===== src/rtl/uart_arb_pkg.sv =====
// Shared types and helpers for the AXI-Stream UART transmit arbiter.
//   arb_state_t  : arbiter FSM encoding (ARB_HDR only reachable with ARB_SRC_ID_EN)
//   rr_pick      : rotate-priority search, first valid index after 'last'
//   arb_hdr_beat : source-id header byte, id zero-extended to 8 bits
package uart_arb_pkg;

  typedef enum logic [1:0] {
    ARB_IDLE = 2'd0,
    ARB_HDR  = 2'd1,
    ARB_XFER = 2'd2
  } arb_state_t;

  // Upper bound on requesters; fixes the width of the search vectors below.
  localparam int unsigned ARB_MAX_SRC = 16;
  localparam int unsigned ARB_IDX_W   = 4;
  // Zero bits placed above the id field to fill an 8-bit header byte.
  localparam int unsigned ARB_HDR_PAD = 8 - ARB_IDX_W;

  // Scan last+1, last+2, ... (mod num_src) and return the first valid index.
  // Returns 0 when nothing is valid; callers qualify the result with |valid.
  function automatic logic [ARB_IDX_W-1:0] rr_pick(input logic [ARB_MAX_SRC-1:0] valid,
                                                   input logic [ARB_IDX_W-1:0]   last,
                                                   input int unsigned            num_src);
    logic [ARB_IDX_W-1:0] pick;
    logic [ARB_IDX_W-1:0] idx;
    logic                 found;
    pick  = '0;
    found = 1'b0;
    for (int unsigned i = 1; i <= ARB_MAX_SRC; i++) begin
      idx = ARB_IDX_W'((32'(last) + i) % num_src);
      if (!found && (i <= num_src) && valid[idx]) begin
        pick  = idx;
        found = 1'b1;
      end
    end
    return pick;
  endfunction

  function automatic logic [7:0] arb_hdr_beat(input logic [ARB_IDX_W-1:0] id);
    return {{ARB_HDR_PAD{1'b0}}, id};
  endfunction

endpackage


===== src/rtl/axis_uart_tx_arbiter_if.sv =====
// Bundle of the requester-side and transceiver-side AXI-Stream signals of the arbiter.
//   s_axis_* : NUM_SRC requester streams, source i data in [i*DATA_WIDTH +: DATA_WIDTH]
//   m_axis_* : single stream towards the UART transceiver s_axis port
// Modports: slave  = the arbiter (consumes s_axis, produces m_axis)
//           master = the surrounding system (produces s_axis, consumes m_axis)
interface axis_uart_tx_arbiter_if #(
  parameter int unsigned NUM_SRC    = 4,
  parameter int unsigned DATA_WIDTH = 8
);

  logic [NUM_SRC*DATA_WIDTH-1:0] s_axis_tdata;
  logic [NUM_SRC-1:0]            s_axis_tvalid;
  logic [NUM_SRC-1:0]            s_axis_tlast;
  logic [NUM_SRC-1:0]            s_axis_tready;
  logic [DATA_WIDTH-1:0]         m_axis_tdata;
  logic                          m_axis_tvalid;
  logic                          m_axis_tready;

  modport slave (
    input  s_axis_tdata, s_axis_tvalid, s_axis_tlast, m_axis_tready,
    output s_axis_tready, m_axis_tdata, m_axis_tvalid
  );

  modport master (
    output s_axis_tdata, s_axis_tvalid, s_axis_tlast, m_axis_tready,
    input  s_axis_tready, m_axis_tdata, m_axis_tvalid
  );

endinterface


===== src/rtl/uart_rr_arbiter.sv =====
// Round-robin pick with a registered last-granted pointer.
// Ports:
//   aclk, aresetn : clock, asynchronous active-low reset
//   req           : one request bit per source
//   advance       : a grant is taken this cycle; pointer moves to 'pick'
//   pick          : first requesting index after the last grant (valid when any=1)
//   any           : at least one request present
module uart_rr_arbiter
  import uart_arb_pkg::*;
#(
  parameter  int unsigned NUM_SRC = 4,
  localparam int unsigned IdxW    = $clog2(NUM_SRC)
) (
  input  logic               aclk,
  input  logic               aresetn,
  input  logic [NUM_SRC-1:0] req,
  input  logic               advance,
  output logic [IdxW-1:0]    pick,
  output logic               any
);

  logic [IdxW-1:0] r_last;

  assign pick = IdxW'(rr_pick(ARB_MAX_SRC'(req), ARB_IDX_W'(r_last), NUM_SRC));
  assign any  = |req;

  // Starting at NUM_SRC-1 makes source 0 the first in line after reset.
  always_ff @(posedge aclk or negedge aresetn) begin
    if (!aresetn) begin
      r_last <= IdxW'(NUM_SRC - 1);
    end else if (advance) begin
      r_last <= pick;
    end
  end

endmodule


===== src/rtl/axis_uart_tx_arbiter.sv =====
// Shares one AXI-Stream UART transmit input among NUM_SRC requester streams.
// Round-robin, packet-granular: a grant ends on an accepted tlast beat or on the
// MAX_BURST-th accepted beat. One idle arbitration cycle separates grants.
// Optional macro ARB_SRC_ID_EN: each grant first emits a header beat carrying the
// granted source index (zero-extended), then the payload.
// Ports:
//   aclk, aresetn : clock, asynchronous active-low reset
//   bus           : slave modport, s_axis_* requesters and m_axis_* to transceiver
//   grant_id      : current or last granted source index
//   busy          : a grant is held
module axis_uart_tx_arbiter
  import uart_arb_pkg::*;
#(
  parameter  int unsigned NUM_SRC    = 4,
  parameter  int unsigned DATA_WIDTH = 8,
  parameter  int unsigned MAX_BURST  = 16,
  localparam int unsigned IdxW       = $clog2(NUM_SRC),
  localparam int unsigned CntW       = $clog2(MAX_BURST + 1)
) (
  input  logic                  aclk,
  input  logic                  aresetn,
  axis_uart_tx_arbiter_if.slave bus,
  output logic [IdxW-1:0]       grant_id,
  output logic                  busy
);

  arb_state_t            r_state;
  arb_state_t            w_state_next;
  logic [IdxW-1:0]       r_grant_id;
  logic [CntW-1:0]       r_beat_cnt;
  logic [IdxW-1:0]       w_pick;
  logic                  w_any;
  logic                  w_grant;
  logic                  w_accept;
  logic                  w_end;
  logic [DATA_WIDTH-1:0] w_src_data [NUM_SRC];
  logic [DATA_WIDTH-1:0] w_m_tdata;
  logic                  w_m_tvalid;
  logic [NUM_SRC-1:0]    w_s_tready;

  for (genvar g = 0; g < NUM_SRC; g++) begin : g_slice
    assign w_src_data[g] = bus.s_axis_tdata[g*DATA_WIDTH +: DATA_WIDTH];
  end

  uart_rr_arbiter #(
    .NUM_SRC (NUM_SRC)
  ) u_rr (
    .aclk    (aclk),
    .aresetn (aresetn),
    .req     (bus.s_axis_tvalid),
    .advance (w_grant),
    .pick    (w_pick),
    .any     (w_any)
  );

  assign w_grant  = (r_state == ARB_IDLE) && w_any;
  assign w_accept = (r_state == ARB_XFER) && w_m_tvalid && bus.m_axis_tready;
  // Count compare uses the pre-increment value: this accept brings it to MAX_BURST.
  assign w_end    = w_accept &&
                    (bus.s_axis_tlast[r_grant_id] || (r_beat_cnt == CntW'(MAX_BURST - 1)));

  // State register.
  always_ff @(posedge aclk or negedge aresetn) begin
    if (!aresetn) begin
      r_state <= ARB_IDLE;
    end else begin
      r_state <= w_state_next;
    end
  end

  // Next-state logic.
  always_comb begin
    w_state_next = r_state;
    unique case (r_state)
      ARB_IDLE: begin
        if (w_any) begin
`ifdef ARB_SRC_ID_EN
          w_state_next = ARB_HDR;
`else
          w_state_next = ARB_XFER;
`endif
        end
      end
`ifdef ARB_SRC_ID_EN
      ARB_HDR: begin
        if (bus.m_axis_tready) begin
          w_state_next = ARB_XFER;
        end
      end
`endif
      ARB_XFER: begin
        if (w_end) begin
          w_state_next = ARB_IDLE;
        end
      end
      default: w_state_next = ARB_IDLE;
    endcase
  end

  // Output logic: pass-through of the granted source while in XFER.
  always_comb begin
    w_m_tdata  = '0;
    w_m_tvalid = 1'b0;
    w_s_tready = '0;
    unique case (r_state)
`ifdef ARB_SRC_ID_EN
      ARB_HDR: begin
        w_m_tdata  = DATA_WIDTH'(arb_hdr_beat(ARB_IDX_W'(r_grant_id)));
        w_m_tvalid = 1'b1;
      end
`endif
      ARB_XFER: begin
        w_m_tdata              = w_src_data[r_grant_id];
        w_m_tvalid             = bus.s_axis_tvalid[r_grant_id];
        w_s_tready[r_grant_id] = bus.m_axis_tready;
      end
      default: ;
    endcase
  end

  // Grant index and beat counter; both reload at every new grant.
  always_ff @(posedge aclk or negedge aresetn) begin
    if (!aresetn) begin
      r_grant_id <= '0;
      r_beat_cnt <= '0;
    end else if (w_grant) begin
      r_grant_id <= w_pick;
      r_beat_cnt <= '0;
    end else if (w_accept) begin
      r_beat_cnt <= r_beat_cnt + 1'b1;
    end
  end

  assign bus.m_axis_tdata  = w_m_tdata;
  assign bus.m_axis_tvalid = w_m_tvalid;
  assign bus.s_axis_tready = w_s_tready;
  assign grant_id          = r_grant_id;
  assign busy              = (r_state != ARB_IDLE);

endmodule


===== src/flat_wrapper.sv =====
// flat-port wrapper written by rule: the top's interface ports become plain ports
module axis_uart_tx_arbiter_flat import uart_arb_pkg::*;
#(
  parameter  int unsigned NUM_SRC    = 4,
  parameter  int unsigned DATA_WIDTH = 8,
  parameter  int unsigned MAX_BURST  = 16,
  localparam int unsigned IdxW       = $clog2(NUM_SRC),
  localparam int unsigned CntW       = $clog2(MAX_BURST + 1)
)
  (aclk, aresetn, grant_id, busy, bus_s_axis_tdata, bus_s_axis_tvalid, bus_s_axis_tlast, bus_m_axis_tready, bus_s_axis_tready, bus_m_axis_tdata, bus_m_axis_tvalid);
  axis_uart_tx_arbiter_if #(.NUM_SRC(NUM_SRC), .DATA_WIDTH(DATA_WIDTH)) bus_i ();
  input  logic aclk;
  input  logic aresetn;
  output logic [IdxW-1:0] grant_id;
  output logic busy;
  input wire logic [$bits(bus_i.s_axis_tdata)-1:0] bus_s_axis_tdata;
  input wire logic [$bits(bus_i.s_axis_tvalid)-1:0] bus_s_axis_tvalid;
  input wire logic [$bits(bus_i.s_axis_tlast)-1:0] bus_s_axis_tlast;
  input wire logic [$bits(bus_i.m_axis_tready)-1:0] bus_m_axis_tready;
  output wire logic [$bits(bus_i.s_axis_tready)-1:0] bus_s_axis_tready;
  output wire logic [$bits(bus_i.m_axis_tdata)-1:0] bus_m_axis_tdata;
  output wire logic [$bits(bus_i.m_axis_tvalid)-1:0] bus_m_axis_tvalid;
  assign bus_i.s_axis_tdata = bus_s_axis_tdata;
  assign bus_i.s_axis_tvalid = bus_s_axis_tvalid;
  assign bus_i.s_axis_tlast = bus_s_axis_tlast;
  assign bus_i.m_axis_tready = bus_m_axis_tready;
  assign bus_s_axis_tready = bus_i.s_axis_tready;
  assign bus_m_axis_tdata = bus_i.m_axis_tdata;
  assign bus_m_axis_tvalid = bus_i.m_axis_tvalid;
  axis_uart_tx_arbiter #(.NUM_SRC(NUM_SRC), .DATA_WIDTH(DATA_WIDTH), .MAX_BURST(MAX_BURST)) u_core (.aclk(aclk), .aresetn(aresetn), .bus(bus_i), .grant_id(grant_id), .busy(busy));
endmodule

===== config.mk =====
export PLATFORM = sky130hd
export DESIGN_NAME = axis_uart_tx_arbiter_flat
export DESIGN_NICKNAME = d
export VERILOG_FILES = /design/src/rtl/uart_arb_pkg.sv /design/src/rtl/axis_uart_tx_arbiter_if.sv /design/src/rtl/uart_rr_arbiter.sv /design/src/rtl/axis_uart_tx_arbiter.sv /design/src/flat_wrapper.sv
export SDC_FILE = /design/constraint.sdc
export NUM_CORES = 1
export LEC_CHECK = 0
export ABC_AREA = 1
export CAP_MARGIN = 0
export CORE_AREA = 2 2 55 57
export CTS_CLUSTER_SIZE = 40
export DETAILED_ROUTE_END_ITERATION = 8
export DIE_AREA = 0 0 57 59
export PLACE_DENSITY = 0.79
export SLEW_MARGIN = 10
export SYNTH_ARGS = -nofsm -noshare
export SYNTH_HDL_FRONTEND = slang
export SYNTH_SLANG_ARGS = --single-unit

===== constraint.sdc =====
create_clock -name aclk -period 3.2 [get_ports aclk]
set_input_delay 0.96 -clock aclk [delete_from_list [all_inputs] [get_ports aclk]]
set_output_delay 0.96 -clock aclk [all_outputs]
set_load 0.005 [all_outputs]

==> flow_summary.yaml <==
worst_setup_path:
  timing.critical_path.mode_cell: "clkdlybuf4s50_1"
  startpoint_type: "primary input"
  cp.arrival_ns: 2.18
  critPathSlowestCell: "clkdlybuf4s50_1"
  r2r_start: "u_core.grant_id[0]"
  reg2reg_depth: 9
  cp_max_fo: 1
  cpPeakStageDelay_ns: 0.54
  reg2reg_slack_ns: 1.44
  crit_chain: "clkdlybuf4s50_1, a22oi_1, a31oi_1, clkdlybuf4s50_1"
  path_class: "in -> out"
  cpLargestDelayFamily: "buffers and inverters"
  path_buf_inv: 2
  worstReg2RegEnd: "u_core.r_beat_cnt[3]"
  cp.required_ns: 2.24
  cp-end-kind: "output port"
power:
  internal_power_mw: 0.698
  power_density_nw_per_um2: 779
  p_total_mw: 1.38
  p_sw_share_pct: 49.4
  power.switching_mw: 0.682
  pwr-share-seq_pct: 21.5
  p_leak_nw: 0.863
  clockPowerShare_pct: 6.9
  comb_power_share_pct: 71.5
  ir_worst_vdd_mv: 0.512
timing:
  fin_hold_ws_ns: 0.534
  post-route-min-period_ns: 3.14
  tns_ns: 0
  drv_slew: 0
  rsz0062_at_grt: "no"
  final-setup-viol-count: 0
  post-route-period-util_pct: 98.1
  max_freq_ghz: 0.319
  maxSlewHeadroom_pct: 56.0
  worst_pin_slew_ns: 0.660
  worst_slack_ns: 0.0622
  hold_viol: 0
  fin_skew_ns: 0.00440
floorplanning:
  start_util_pct: 40.5
  io_pins: 59
  die_w_microns: 57
  die_y_microns: 59
  core-area_sq_um: 2710
  die_area_sq_um: 3360
  rows: 19
min_path:
  holdPathEnd: "u_core.r_beat_cnt[4]"
  hold_class: "reg -> reg"
  hold_start: "u_core.r_beat_cnt[4]"
  hold_depth: 2
route:
  drc: 0
  drt_iter0_markers: 62
  wire_per_inst_microns: 13.4
  vias: 1321
  viasPerCell: 5.22
  wirelength_microns: 3380
  antenna_left: 0
  drt_pass1_iterations: 4
synthesis:
  synth_top_area_share_pct: 18.8
  syn-num-nets: 202
  yosys.area.top_type: "nand2_1"
  synth_area_leaders: "nand2_1 19%, dfrtp_1 18%, nand3_1 5.5%"
  syn-cell-area_sq_um: 1100
  synth_seq_cells: 10
  ys.warnings.count: 0
  netlist_top_cells_count: "55 x nand2_1, 12 x nand3_1, 10 x inv_1"
  seq_area_frac_synth_pct: 23.0
  yosysMostFrequentCell: "nand2_1"
  postSynthCellCount: 157
  synthArstFlopShare_pct: 100
  synth_cell_type_count: 29
  synth_edf_count: 0
  synth-main-ff-cell: "dfrtp_1"
  avgSynthCellArea_sq_um: 7.00
cts:
  cts_sinks: 10
  cts_buffer_depth: 2
  post-cts-setup-buffer-count: 0
  cts_tree: "built"
  htree_levels: 1
  root_buffer: "clkbuf_4"
  clk_pin_slew_ns: 0.07
  cts_buffers: 3
  insertion_delay_ns: 0.27
finish:
  drive_above_1_share_pct: 17.6
  n_antenna_cell: 0
  fin_cells: 253
  syn2layout_area_growth_pct: 61.2
  fin_area_sq_um: 1770
  post-route-util_pct: 65.3
  final_nets: 268
grt:
  grt_pass1_wl_microns: 5600
  grt-ovfl-total: 0
  antenna_found_initial: 0
  grt_pass1_vias: 1288
  grt_max_degree: 12
  grtUsageTotal_pct: 21.2
placed_design:
  placedCellCount: 249
  dpl_cell_area_sq_um: 1730
  dpl.hpwl_microns: 2660
  place.gp.congestion: 0.834
  numPortBuffers: 58
  post-place-ws_ns: -0.0604
outcome:
  outcome: "finished, final reports clean"
run:
  maxCapViolations: 0
## placed cells by master (no fill, tap or decap)
cell type,Yosys,layout
and2_2,1,1
ha_1,2,2
inv_8,1,1
a2bb2oi_1,1,1
o22ai_1,1,1
dfrtp_1,8,8
clkdlybuf4s50_1,0,49
o21ai_1,2,2
nand2_4,3,3
nand2_1,55,54
nand4_1,3,3
o21ai_0,2,2
nand3_1,12,12
dfstp_2,2,2
a21oi_1,2,2
clkinv_1,1,1
xor2_1,2,2
o21ai_2,3,3
dlymetal6s2s_1,0,5
nor2_4,1,1
dlygate4sd2_1,0,4
inv_1,10,10
a22oi_1,8,8
a31oi_1,8,8
buf_4,0,6
clkbuf_1,0,1
nand2_2,9,10
inv_4,2,2
inv_2,2,2
nor3_1,5,4
nor3_2,0,1
nor2_8,3,3
nand4_4,1,1
clkbuf_4,0,3
nor2_1,4,4
## logic make-up (layout without fill, tap and decap cells)
kind of cell / count (synthesis) / count (layout) / share of synthesized area [%]
and+or+nand+nor: 97 / 97 / 46.9
AOI/OAI and AO/OA: 27 / 27 / 16.5
buffers and inverters: 19 / 84 / 9.68
DFF: 10 / 10 / 23.0
adders and majority gates: 2 / 2 / 2.28
xor gates and xnor gates: 2 / 2 / 1.59
## worst register-to-register path: stages, from the launching register on
cell and delay, ns:
dfrtp_1 0.75, inv_4 0.10, nor2_8 0.19, nand2_2 0.09, nand4_4 0.08, buf_4 0.13
nand2_4 0.07, nand2_1 0.11, nand3_1 0.08, o21ai_1 0.09
## state kept, by name, indices dropped and copies added (netlist names)
signal	count
u_core.r_state	1
u_core.u_rr.r_last	2
u_core.r_beat_cnt	5
u_core.grant_id	2
## per-layer routing
layer / part of all wire, % / GRT usage [%] / vias up
met5: 0 / 0 / -
met4: 2.0 / 11.0 / 0
met3: 8.5 / 2.84 / 7
met2: 47 / 37.4 / 59
met1: 43 / 25.1 / 595
li1: - / - / 660
## layout make-up
| type | instances | area [sq um] |
|---|---|---|
| clock buffer | 4 | 26.3 |
| fill | 236 | 940 |
| timing repair buffer | 64 | 633 |
| tap | 31 | 38.8 |
| inverter | 16 | 72.6 |
| multi-input combinational | 128 | 747 |
| sequential | 10 | 253 |
## power groups by stage
stage	combinational (mW)	sequential, mW	clock [mW]
after floorplan	0.707	0.219	0
after global placement	0.974	0.294	0
after detailed placement	1.01	0.296	0
after CTS	1.00	0.295	0.0987
after global routing	1.10	0.308	0.103
final	0.987	0.297	0.0958
## worst max-delay path by stage
stage / startpoint / end / cells past startpoint
floorplan: bus_s_axis_tvalid[0] / bus_m_axis_tvalid / 3
global placement: bus_s_axis_tvalid[2] / bus_m_axis_tvalid / 5
detailed placement: bus_s_axis_tvalid[2] / bus_m_axis_tvalid / 5
global route: bus_s_axis_tdata[0] / bus_m_axis_tdata[0] / 4
CTS: bus_m_axis_tready / bus_s_axis_tready[2] / 4
finish: bus_s_axis_tdata[2] / bus_m_axis_tdata[2] / 4
## timing repair
action,CTS,global route
hold buffers,0,0
gates resized for setup,5,6
setup endpoints to repair,3,7
pin swaps,0,4
(Power assumes the default switching activity.)
